`src/rtl/cof_mem_pkg.sv`:
```
// Shared constants, FSM encoding and credit helper for the coefficient SRAM reader.
package cof_mem_pkg;

    localparam int unsigned DEF_DATA_WIDTH = 32;
    localparam int unsigned DEF_ADDR_WIDTH = 12;
    localparam int unsigned DEF_LEN_WIDTH  = 12;
    localparam int unsigned REP_WIDTH      = 4;
    localparam int unsigned FIFO_DEPTH     = 2;

    typedef enum logic [1:0] {
        ST_IDLE  = 2'd0,
        ST_READ  = 2'd1,
        ST_DRAIN = 2'd2
    } rd_state_e;

    localparam logic CEN_ACTIVE = 1'b0;
    localparam logic CEN_IDLE   = 1'b1;
    localparam logic WEN_READ   = 1'b1;

    // A new read may issue only if every word already owed to the FIFO,
    // plus this one, still fits after the pop happening this cycle.
    function automatic logic has_credit(input logic [1:0] fifo_count,
                                        input logic       rd_landing,
                                        input logic       rd_on_bus,
                                        input logic       popping);
        logic [2:0] owed;
        owed = 3'(fifo_count) + 3'(rd_landing) + 3'(rd_on_bus) - 3'(popping);
        return owed < 3'(FIFO_DEPTH);
    endfunction

endpackage

```
`src/rtl/cof_rd_fifo2.sv`:
```
// Two-entry first-word-fall-through buffer carrying {last, data} from registers.
module cof_rd_fifo2
    import cof_mem_pkg::*;
#(
    parameter int unsigned WIDTH = DEF_DATA_WIDTH + 1
) (
    input  logic             clk,
    input  logic             rst,
    input  logic             push_i,
    input  logic [WIDTH-1:0] push_data_i,
    input  logic             pop_i,
    output logic             valid_o,
    output logic [WIDTH-1:0] data_o,
    output logic [1:0]       count_o
);

    logic [WIDTH-1:0] head_q, head_d;
    logic [WIDTH-1:0] tail_q, tail_d;
    logic [1:0]       count_q, count_d;
    logic             valid_q, valid_d;
    logic             do_pop;

    assign do_pop = pop_i && valid_q;

    always_comb begin
        head_d  = head_q;
        tail_d  = tail_q;
        count_d = count_q;
        unique case ({push_i, do_pop})
            2'b10: begin
                if (count_q == 2'd0) begin
                    head_d  = push_data_i;
                    count_d = 2'd1;
                end else if (count_q == 2'd1) begin
                    tail_d  = push_data_i;
                    count_d = 2'd2;
                end
            end
            2'b01: begin
                head_d  = tail_q;
                count_d = count_q - 2'd1;
            end
            2'b11: begin
                // Count is unchanged; the new word lands behind whatever survives the pop.
                if (count_q == 2'd1) begin
                    head_d = push_data_i;
                end else begin
                    head_d = tail_q;
                    tail_d = push_data_i;
                end
            end
            default: ;
        endcase
        valid_d = (count_d != 2'd0);
    end

    always_ff @(posedge clk) begin
        if (rst) begin
            head_q  <= '0;
            tail_q  <= '0;
            count_q <= 2'd0;
            valid_q <= 1'b0;
        end else begin
            head_q  <= head_d;
            tail_q  <= tail_d;
            count_q <= count_d;
            valid_q <= valid_d;
        end
    end

    assign valid_o = valid_q;
    assign data_o  = head_q;
    assign count_o = count_q;

endmodule

```
`src/rtl/cof_mem_reader.sv`:
```
// Coefficient SRAM read sequencer: issues block reads and streams words out valid/ready.
// Optional multi-pass block repeat is enabled with macro COF_RD_REPEAT_EN.
module cof_mem_reader
    import cof_mem_pkg::*;
#(
    parameter int unsigned DATA_WIDTH = DEF_DATA_WIDTH,
    parameter int unsigned ADDR_WIDTH = DEF_ADDR_WIDTH,
    parameter int unsigned LEN_WIDTH  = DEF_LEN_WIDTH
) (
    input  logic                  clk,
    input  logic                  rst,
    input  logic                  start,
    input  logic [ADDR_WIDTH-1:0] base_addr,
    input  logic [LEN_WIDTH-1:0]  length,
`ifdef COF_RD_REPEAT_EN
    input  logic [REP_WIDTH-1:0]  rep_count,
`endif
    output logic                  busy,
    output logic                  done,
    output logic                  mem_sel,
    output logic                  mem_cen,
    output logic                  mem_wen,
    output logic [ADDR_WIDTH-1:0] mem_addr,
    input  logic [DATA_WIDTH-1:0] mem_rdata,
    output logic                  out_valid,
    input  logic                  out_ready,
    output logic [DATA_WIDTH-1:0] out_data,
    output logic                  out_last
);

    rd_state_e             state_q, state_d;
    logic                  busy_q, busy_d;
    logic                  done_q, done_d;
    logic                  mem_sel_q, mem_sel_d;
    logic                  mem_cen_q, mem_cen_d;
    logic [ADDR_WIDTH-1:0] mem_addr_q, mem_addr_d;
    logic                  bus_last_q, bus_last_d;
    logic                  inflight_q, inflight_d;
    logic                  inflight_last_q, inflight_last_d;
    logic [ADDR_WIDTH-1:0] next_addr_q, next_addr_d;
    logic [ADDR_WIDTH-1:0] base_q, base_d;
    logic [LEN_WIDTH-1:0]  len_q, len_d;
    logic [LEN_WIDTH-1:0]  rem_q, rem_d;
    logic [REP_WIDTH-1:0]  rep_q, rep_d;

    logic                  iss;
    logic [ADDR_WIDTH-1:0] iss_addr, iss_base;
    logic [LEN_WIDTH-1:0]  iss_rem, iss_len;
    logic [REP_WIDTH-1:0]  iss_rep;
    logic [REP_WIDTH-1:0]  rep_in;
    logic                  rd_on_bus;
    logic                  pop;
    logic                  drained;
    logic [1:0]            fifo_count;
    logic                  fifo_valid;
    logic [DATA_WIDTH:0]   fifo_data;

`ifdef COF_RD_REPEAT_EN
    assign rep_in = rep_count;
`else
    assign rep_in = '0;
`endif

    assign rd_on_bus = (mem_cen_q == CEN_ACTIVE);
    assign pop       = fifo_valid && out_ready;
    assign drained   = !rd_on_bus && !inflight_q &&
                       ((fifo_count == 2'd0) || ((fifo_count == 2'd1) && pop));

    // Next-state, read issue and pass bookkeeping.
    always_comb begin
        state_d         = state_q;
        busy_d          = busy_q;
        done_d          = 1'b0;
        mem_sel_d       = mem_sel_q;
        mem_cen_d       = CEN_IDLE;
        mem_addr_d      = mem_addr_q;
        bus_last_d      = 1'b0;
        inflight_d      = rd_on_bus;
        inflight_last_d = bus_last_q;
        next_addr_d     = next_addr_q;
        base_d          = base_q;
        len_d           = len_q;
        rem_d           = rem_q;
        rep_d           = rep_q;

        iss      = 1'b0;
        iss_addr = next_addr_q;
        iss_base = base_q;
        iss_rem  = rem_q;
        iss_len  = len_q;
        iss_rep  = rep_q;

        unique case (state_q)
            ST_IDLE: begin
                if (start) begin
                    if (length == '0) begin
                        done_d = 1'b1;
                    end else begin
                        iss       = 1'b1;
                        iss_addr  = base_addr;
                        iss_base  = base_addr;
                        iss_rem   = length;
                        iss_len   = length;
                        iss_rep   = rep_in;
                        busy_d    = 1'b1;
                        mem_sel_d = 1'b1;
                        base_d    = base_addr;
                        len_d     = length;
                        state_d   = ST_READ;
                    end
                end
            end
            ST_READ: begin
                iss = has_credit(fifo_count, inflight_q, rd_on_bus, pop);
            end
            ST_DRAIN: begin
                if (drained) begin
                    done_d    = 1'b1;
                    busy_d    = 1'b0;
                    mem_sel_d = 1'b0;
                    state_d   = ST_IDLE;
                end
            end
            default: state_d = ST_IDLE;
        endcase

        if (iss) begin
            mem_cen_d  = CEN_ACTIVE;
            mem_addr_d = iss_addr;
            if (iss_rem == LEN_WIDTH'(1)) begin
                if (iss_rep == '0) begin
                    bus_last_d = 1'b1;
                    rem_d      = '0;
                    rep_d      = '0;
                    state_d    = ST_DRAIN;
                end else begin
                    // Pass finished: reload the block with no bubble.
                    rep_d       = iss_rep - REP_WIDTH'(1);
                    rem_d       = iss_len;
                    next_addr_d = iss_base;
                end
            end else begin
                rem_d       = iss_rem - LEN_WIDTH'(1);
                next_addr_d = iss_addr + ADDR_WIDTH'(1);
                rep_d       = iss_rep;
            end
        end
    end

    always_ff @(posedge clk) begin
        if (rst) begin
            state_q         <= ST_IDLE;
            busy_q          <= 1'b0;
            done_q          <= 1'b0;
            mem_sel_q       <= 1'b0;
            mem_cen_q       <= CEN_IDLE;
            mem_addr_q      <= '0;
            bus_last_q      <= 1'b0;
            inflight_q      <= 1'b0;
            inflight_last_q <= 1'b0;
            next_addr_q     <= '0;
            base_q          <= '0;
            len_q           <= '0;
            rem_q           <= '0;
            rep_q           <= '0;
        end else begin
            state_q         <= state_d;
            busy_q          <= busy_d;
            done_q          <= done_d;
            mem_sel_q       <= mem_sel_d;
            mem_cen_q       <= mem_cen_d;
            mem_addr_q      <= mem_addr_d;
            bus_last_q      <= bus_last_d;
            inflight_q      <= inflight_d;
            inflight_last_q <= inflight_last_d;
            next_addr_q     <= next_addr_d;
            base_q          <= base_d;
            len_q           <= len_d;
            rem_q           <= rem_d;
            rep_q           <= rep_d;
        end
    end

    cof_rd_fifo2 #(
        .WIDTH (DATA_WIDTH + 1)
    ) u_fifo (
        .clk         (clk),
        .rst         (rst),
        .push_i      (inflight_q),
        .push_data_i ({inflight_last_q, mem_rdata}),
        .pop_i       (pop),
        .valid_o     (fifo_valid),
        .data_o      (fifo_data),
        .count_o     (fifo_count)
    );

    assign busy      = busy_q;
    assign done      = done_q;
    assign mem_sel   = mem_sel_q;
    assign mem_cen   = mem_cen_q;
    assign mem_wen   = WEN_READ;
    assign mem_addr  = mem_addr_q;
    assign out_valid = fifo_valid;
    assign out_data  = fifo_data[DATA_WIDTH-1:0];
    assign out_last  = fifo_data[DATA_WIDTH];

endmodule

```
`config.mk`:
```
export PLATFORM = sky130hd
export DESIGN_NAME = cof_mem_reader
export DESIGN_NICKNAME = d
export VERILOG_FILES = /design/src/rtl/cof_mem_pkg.sv /design/src/rtl/cof_rd_fifo2.sv /design/src/rtl/cof_mem_reader.sv
export SDC_FILE = /design/constraint.sdc
export NUM_CORES = 1
export LEC_CHECK = 0
export CAP_MARGIN = 30
export CORE_UTILIZATION = 45
export CTS_CLUSTER_SIZE = 10
export DETAILED_ROUTE_END_ITERATION = 6
export PLACE_DENSITY_LB_ADDON = 0.12
export SLEW_MARGIN = 20
export SYNTH_ARGS = -nofsm -noshare
export SYNTH_HDL_FRONTEND = slang
export SYNTH_SLANG_ARGS = --single-unit
export TNS_END_PERCENT = 10
```
`constraint.sdc`:
```
create_clock -name clk -period 5 [get_ports clk]
set_clock_uncertainty 0.05 [all_clocks]
set_input_delay 1 -clock clk [delete_from_list [all_inputs] [get_ports clk]]
set_output_delay 1 -clock clk [all_outputs]
set_load 0.01 [all_outputs]
```
Word-level counts from Yosys, hierarchy flattened. Cells that the tools add are included.

$add $sub $neg: 7. Order comparisons: 1. Equality and inequality tests: 14. Muxes and demuxes: 50. Bitwise logic cells: 3. Reductions and logical operators: 20.

Operators with widths (number): 2-to-1 mux 12 bit (16); 2-to-1 mux 33 bit (4); one-hot mux 33 bit (3 select lines) (1); one-hot mux 33 bit (2 select lines) (1); 2-to-1 mux 4 bit (5); 2-to-1 mux 2 bit (8); inequality test 2 bit (second input constant) (7); adder 12 x 1 -> 12 bit (second input constant) (1); == test 12 x 1 -> 1 bit (second input constant) (1); zero test 12 bit (1); subtractor 12 x 1 -> 12 bit (second input constant) (1); 2-to-1 mux 1 bit (10); == test 2 x 1 -> 1 bit (second input constant) (3); == test 2 bit (second input constant) (3); one-hot mux 1 bit (2 select lines) (3); one-hot mux 2 bit (3 select lines) (1); nonzero test 2 bit (3); logical AND 1 bit (5); zero test 2 bit (2); zero test 4 bit (1); one-hot mux 2 bit (2 select lines) (1); AND reduction 2 bit (2); AND reduction 4 bit (1); subtractor 4 x 1 -> 4 bit (second input constant) (1); 11 further kinds (13).

Flip-flop bits (word level): 141. Output and inout port bits: 51. Logic and storage cells: 112.

Longest topological paths before layout.
Word-level depth: 9. Gate-level depth with buffers: 17.

Hierarchy. A second synthesis with hierarchy kept.

Cells, all modules: 955. Area, all modules: 8003.9 um^2.

By module, submodules not included: cof_mem_reader (instances 1, cells an instance 547, area each 4146.5 um^2); cof_rd_fifo2 (instances 1, cells an instance 408, area each 3857.4 um^2).

Worst setup path after synthesis. OpenSTA, ideal clock, no wires.

Path type: input to register. From: input port length[0]. To: register next_addr_q[4]. Arrival: 4111 ps. Data required time: 4817 ps. Setup slack: 706 ps. Stages: 14. Path buffers: 4. Path through: nor4_2 > nand4_2 > nand2_1 > clkbuf_1 > buf_2 > buf_1 > a21boi_0 > ha_1 > o211ai_2 > or3_1 > buf_2 > mux2_4 > a221oi_2 > a211oi_2.

Cells in the longest elaborated chain, start to end: 7. Elaborated cells between the ends (all ways): 23.

Ends and longest elaborated chain: start: declaration (line cof_mem_reader.sv:14) `input logic [LEN_WIDTH-1:0] length,`; parallel branches: the longest is 7 deep, another holds adder 12 x 1 -> 12 bit; end signal: assignment (line cof_mem_reader.sv:176) `next_addr_q <= next_addr_d;`; end: declaration (line cof_mem_reader.sv:40) `logic [ADDR_WIDTH-1:0] next_addr_q, next_addr_d;`.

Parallel ways; which one is timed is not known. The select of a mux whose other input is x is not followed. A chain may end at the register's enable or synchronous reset.

Worst setup path in the final report.
From: input port length[0]. To: register next_addr_q[5].

Same word-level chain as after synthesis.

==> flow_summary.yaml <==
synth:
  yosysTopAreaCellShare_pct: 40.9
  ys_seq_elements: 141
  yosys.cell_types.count: 72
  synthTopCellsByArea: "dfxtp_1 (41%), nor2_1 (6.8%), mux2i_1 (5.8%)"
  async_reset_ff_share_pct: 0
  yosysSeqAreaShare_pct: 40.9
  syn_inst: 826
  ys_warn_count: 0
  yosysTopAreaCell: "dfxtp_1"
  synth_area_per_cell_um2: 8.35
  syn_area_mm2: 0.00690
  synthFlopType: "dfxtp_1"
  synth_edf_count: 0
  synth.net_count: 899
min_path:
  hp-start: "base_q[2]"
  whs_path_depth: 2
  hold-path-endpoint: "base_q[2]"
  hp-class: "flip-flop to flip-flop"
cells_and_area:
  nNetsFinal: 987
  n_fill_cell: 1307
  multi_input_area_mm2: 0.00378
  drive_gt1_share_pct: 8.85
  num_antenna_cells: 0
  fin_util_pct: 59.3
  seq_area_mm2: 0.00282
  syn2layout_area_growth_pct: 26.9
placement:
  gp_congestion: 0.875
  dp_hpwl_mm: 12.6
  port_buffers: 109
critical_path:
  rr_endpoint: "next_addr_q[10]"
  crit_family: "simple AND/OR/NAND/NOR gates"
  crit_path_cell_trace: "clkdlybuf4s50_1, nor4_2, and4_1, nor2_2, nand2_1, a21boi_0, ha_1, o211ai_2, or3_1, buf_4, mux2_2, o21ai_0, o32ai_1"
  cp_slowest_stage_delay_ps: 550
  crit_required_ps: 5220
  crit_start: "length[0]"
  arrival_ps: 4480
  crit_slowest_cell: "nor4_2"
  path_max_fanout: 18
  crit_path_start_kind: "input port"
  worstSetupPathType: "input port to flip-flop"
  worstRegToRegCells: 13
  reg2reg_slack_ps: 1500
  setup.worst_path.end_class: "flip-flop"
  crit_buf_inv: 2
  r2r-start: "state_q[1]"
die:
  core_area_mm2: 0.0148
  dieWidth_um: 126
  row_count: 44
  dieArea_mm2: 0.0158
  die_y_um: 126
  ios: 111
  start_util_pct: 46.7
global_route:
  grt.total_usage_pct: 24.5
  grt_max_degree: 72
  grt_pass1_wl_mm: 31.2
  first_global_vias: 6350
  gr-total-overflow: 0
  antenna_found_initial: 0
run:
  cap_violations: 0
timing:
  slew_viol_final: 0
  hold_viol: 0
  period_share_pct: 85.2
  hold_slack_ps: 405
  rsz0062_at_grt: "false"
  setup_viol: 0
  totalNegativeSetupSlack_ps: 0
  fmaxAchievable_mhz: 235
  period_needed_ps: 4260
  relSlewSlack_pct: 38.7
  worst_pin_slew_ps: 909
outcome:
  outcome: "finished, final reports clean"
power:
  p_per_area_mw_per_mm2: 431
  combPwrFrac_pct: 29.4
  p_seq_share_pct: 36.7
  clockPowerShare_pct: 33.9
  p_sw_mw: 1.25
  power_mw: 3.77
  ir_drop_mv: 0.265
  internal_power_mw: 2.52
  swShare_pct: 33.1
  power.leakage_nw: 3.50
detailed_routing:
  totalWireLength_mm: 18.9
  dr_total_vias: 6516
  ant_nets: 0
  drtPass1Iterations: 5
  wl_per_cell_um: 17.0
  drt_iter0_drc: 555
  via_per_inst: 5.86
  drc: 0
cts:
  numCtsBuffers: 17
  cts-root-buf: "clkbuf_16"
  ctsHoldBuffers: 0
  cts_resized: 0
  max-clock-path-buffers: 2
  path_clk_slew_ps: 60
  post-cts-setup-buffer-count: 0
  cts_tree: "done"
  cts_sinks: 141
  htreeDepth: 4
  clkLatencyLatePin_ps: 420
-- registers in the layout, indices dropped and copies added, names as in the netlist, 4 cells and up --
signal / count
base_q: 12
len_q: 12
mem_addr: 12
next_addr_q: 12
rem_q: 12
rep_q: 4
u_fifo.data_o: 33
u_fifo.tail_q: 33
-- power by group through the flow --
stage          Combinational, mW  Sequential, mW  Clock [mW]
3_5_place_dp                1.10            1.40           0
4_1_cts                     1.10            1.38        1.30
6_report                    1.11            1.38        1.28
3_3_place_gp                1.07            1.40           0
2_1_floorplan              0.656            1.41           0
5_1_grt                     1.22            1.40        1.35
-- cell families after synthesis --
| kind of cell | count (synthesis) | share of synthesized area [%] |
|---|---|---|
| simple gates | 311 | 20.3 |
| other cells | 1 | 0.0544 |
| xor+xnor | 21 | 2.67 |
| flops | 141 | 40.9 |
| buf+inv | 78 | 4.70 |
| mux | 43 | 6.35 |
| compound gates | 218 | 22.6 |
| fa+ha+maj | 13 | 2.47 |
-- metal layers --
layer  global-route usage [%]  up-vias  wire length (µm)
li1                         -     3149                 -
met1                     32.1     3112              8690
met2                     39.8      228              8810
met3                     5.35       27              1140
met4                     8.36        0               293
met5                        0        -                 0
-- metrics by stage --
step                cell area, µm²  worst slack [ps]  cells
floorplan                     6900               706    826
global placement              8160               445   1079
detailed placement            8160               384   1079
CTS                           8750               819   1111
global route                  8750               484   1111
finish                        8750               739   1111
-- layout make-up --
| cell class | instances | share of cell area (%) |
|---|---|---|
| Clock buffer | 19 | 5.06 |
| Clock inverter | 13 | 1.74 |
| Inverter | 15 | 0.643 |
| Multi-Input combinational cell | 607 | 43.3 |
| Sequential cell | 141 | 32.3 |
| Tap cell | 184 | 2.63 |
| Timing Repair Buffer | 132 | 14.4 |
-- layout by cell type, fill, tap and decap left out, types with 4 or more instances in the layout --
master,Yosys,layout
or3_1,7,7
o21ai_0,18,18
nor2b_1,4,4
nand3_1,15,15
nor3_1,20,20
inv_6,0,7
nand2b_1,5,5
a21oi_1,46,45
and3_1,7,7
xnor2_1,10,10
xor2_1,11,11
ha_1,12,12
clkdlybuf4s50_1,0,108
clkbuf_16,0,17
o31ai_1,9,9
a211oi_1,42,42
a21o_1,5,5
and2_1,4,4
o211ai_1,4,4
a31oi_1,8,7
inv_1,15,15
nand2_1,98,97
a22oi_1,40,40
dfxtp_1,141,141
nor2_1,125,124
mux2i_1,40,40
buf_4,2,24
nand4_1,6,6
a311oi_1,10,10
-- how the worst max path moves through the flow --
| stage | end | slack (ps) | cells past startpoint |
|---|---|---|---|
| after global routing | next_addr_q[10] | 480 | 14 |
| after CTS | next_addr_q[5] | 820 | 13 |
| final | next_addr_q[5] | 740 | 13 |
| after detailed placement | next_addr_q[5] | 380 | 13 |
| after global placement | next_addr_q[10] | 440 | 14 |
| after floorplan | next_addr_q[4] | 710 | 14 |
-- cell usage after synthesis, types with 10 or more instances --
library cell and n:
dfxtp_1 141, nor2_1 125, nand2_1 98, clkbuf_1 48, a21oi_1 46, a211oi_1 42, a22oi_1 40, mux2i_1 40
nor3_1 20, o21ai_0 18, inv_1 15, nand3_1 15, ha_1 12, xor2_1 11, a311oi_1 10, xnor2_1 10
-- tightest hold or removal path, delay by kind of cell, from the launching register on --
| family | cells | cell delay [ps] |
|---|---|---|
| flip-flops | 1 | 310 |
| AND/OR/NAND/NOR | 1 | 50 |
| AO/OA/AOI/OAI | 1 | 50 |
No activity file was read; power rests on OpenSTA's default activity.
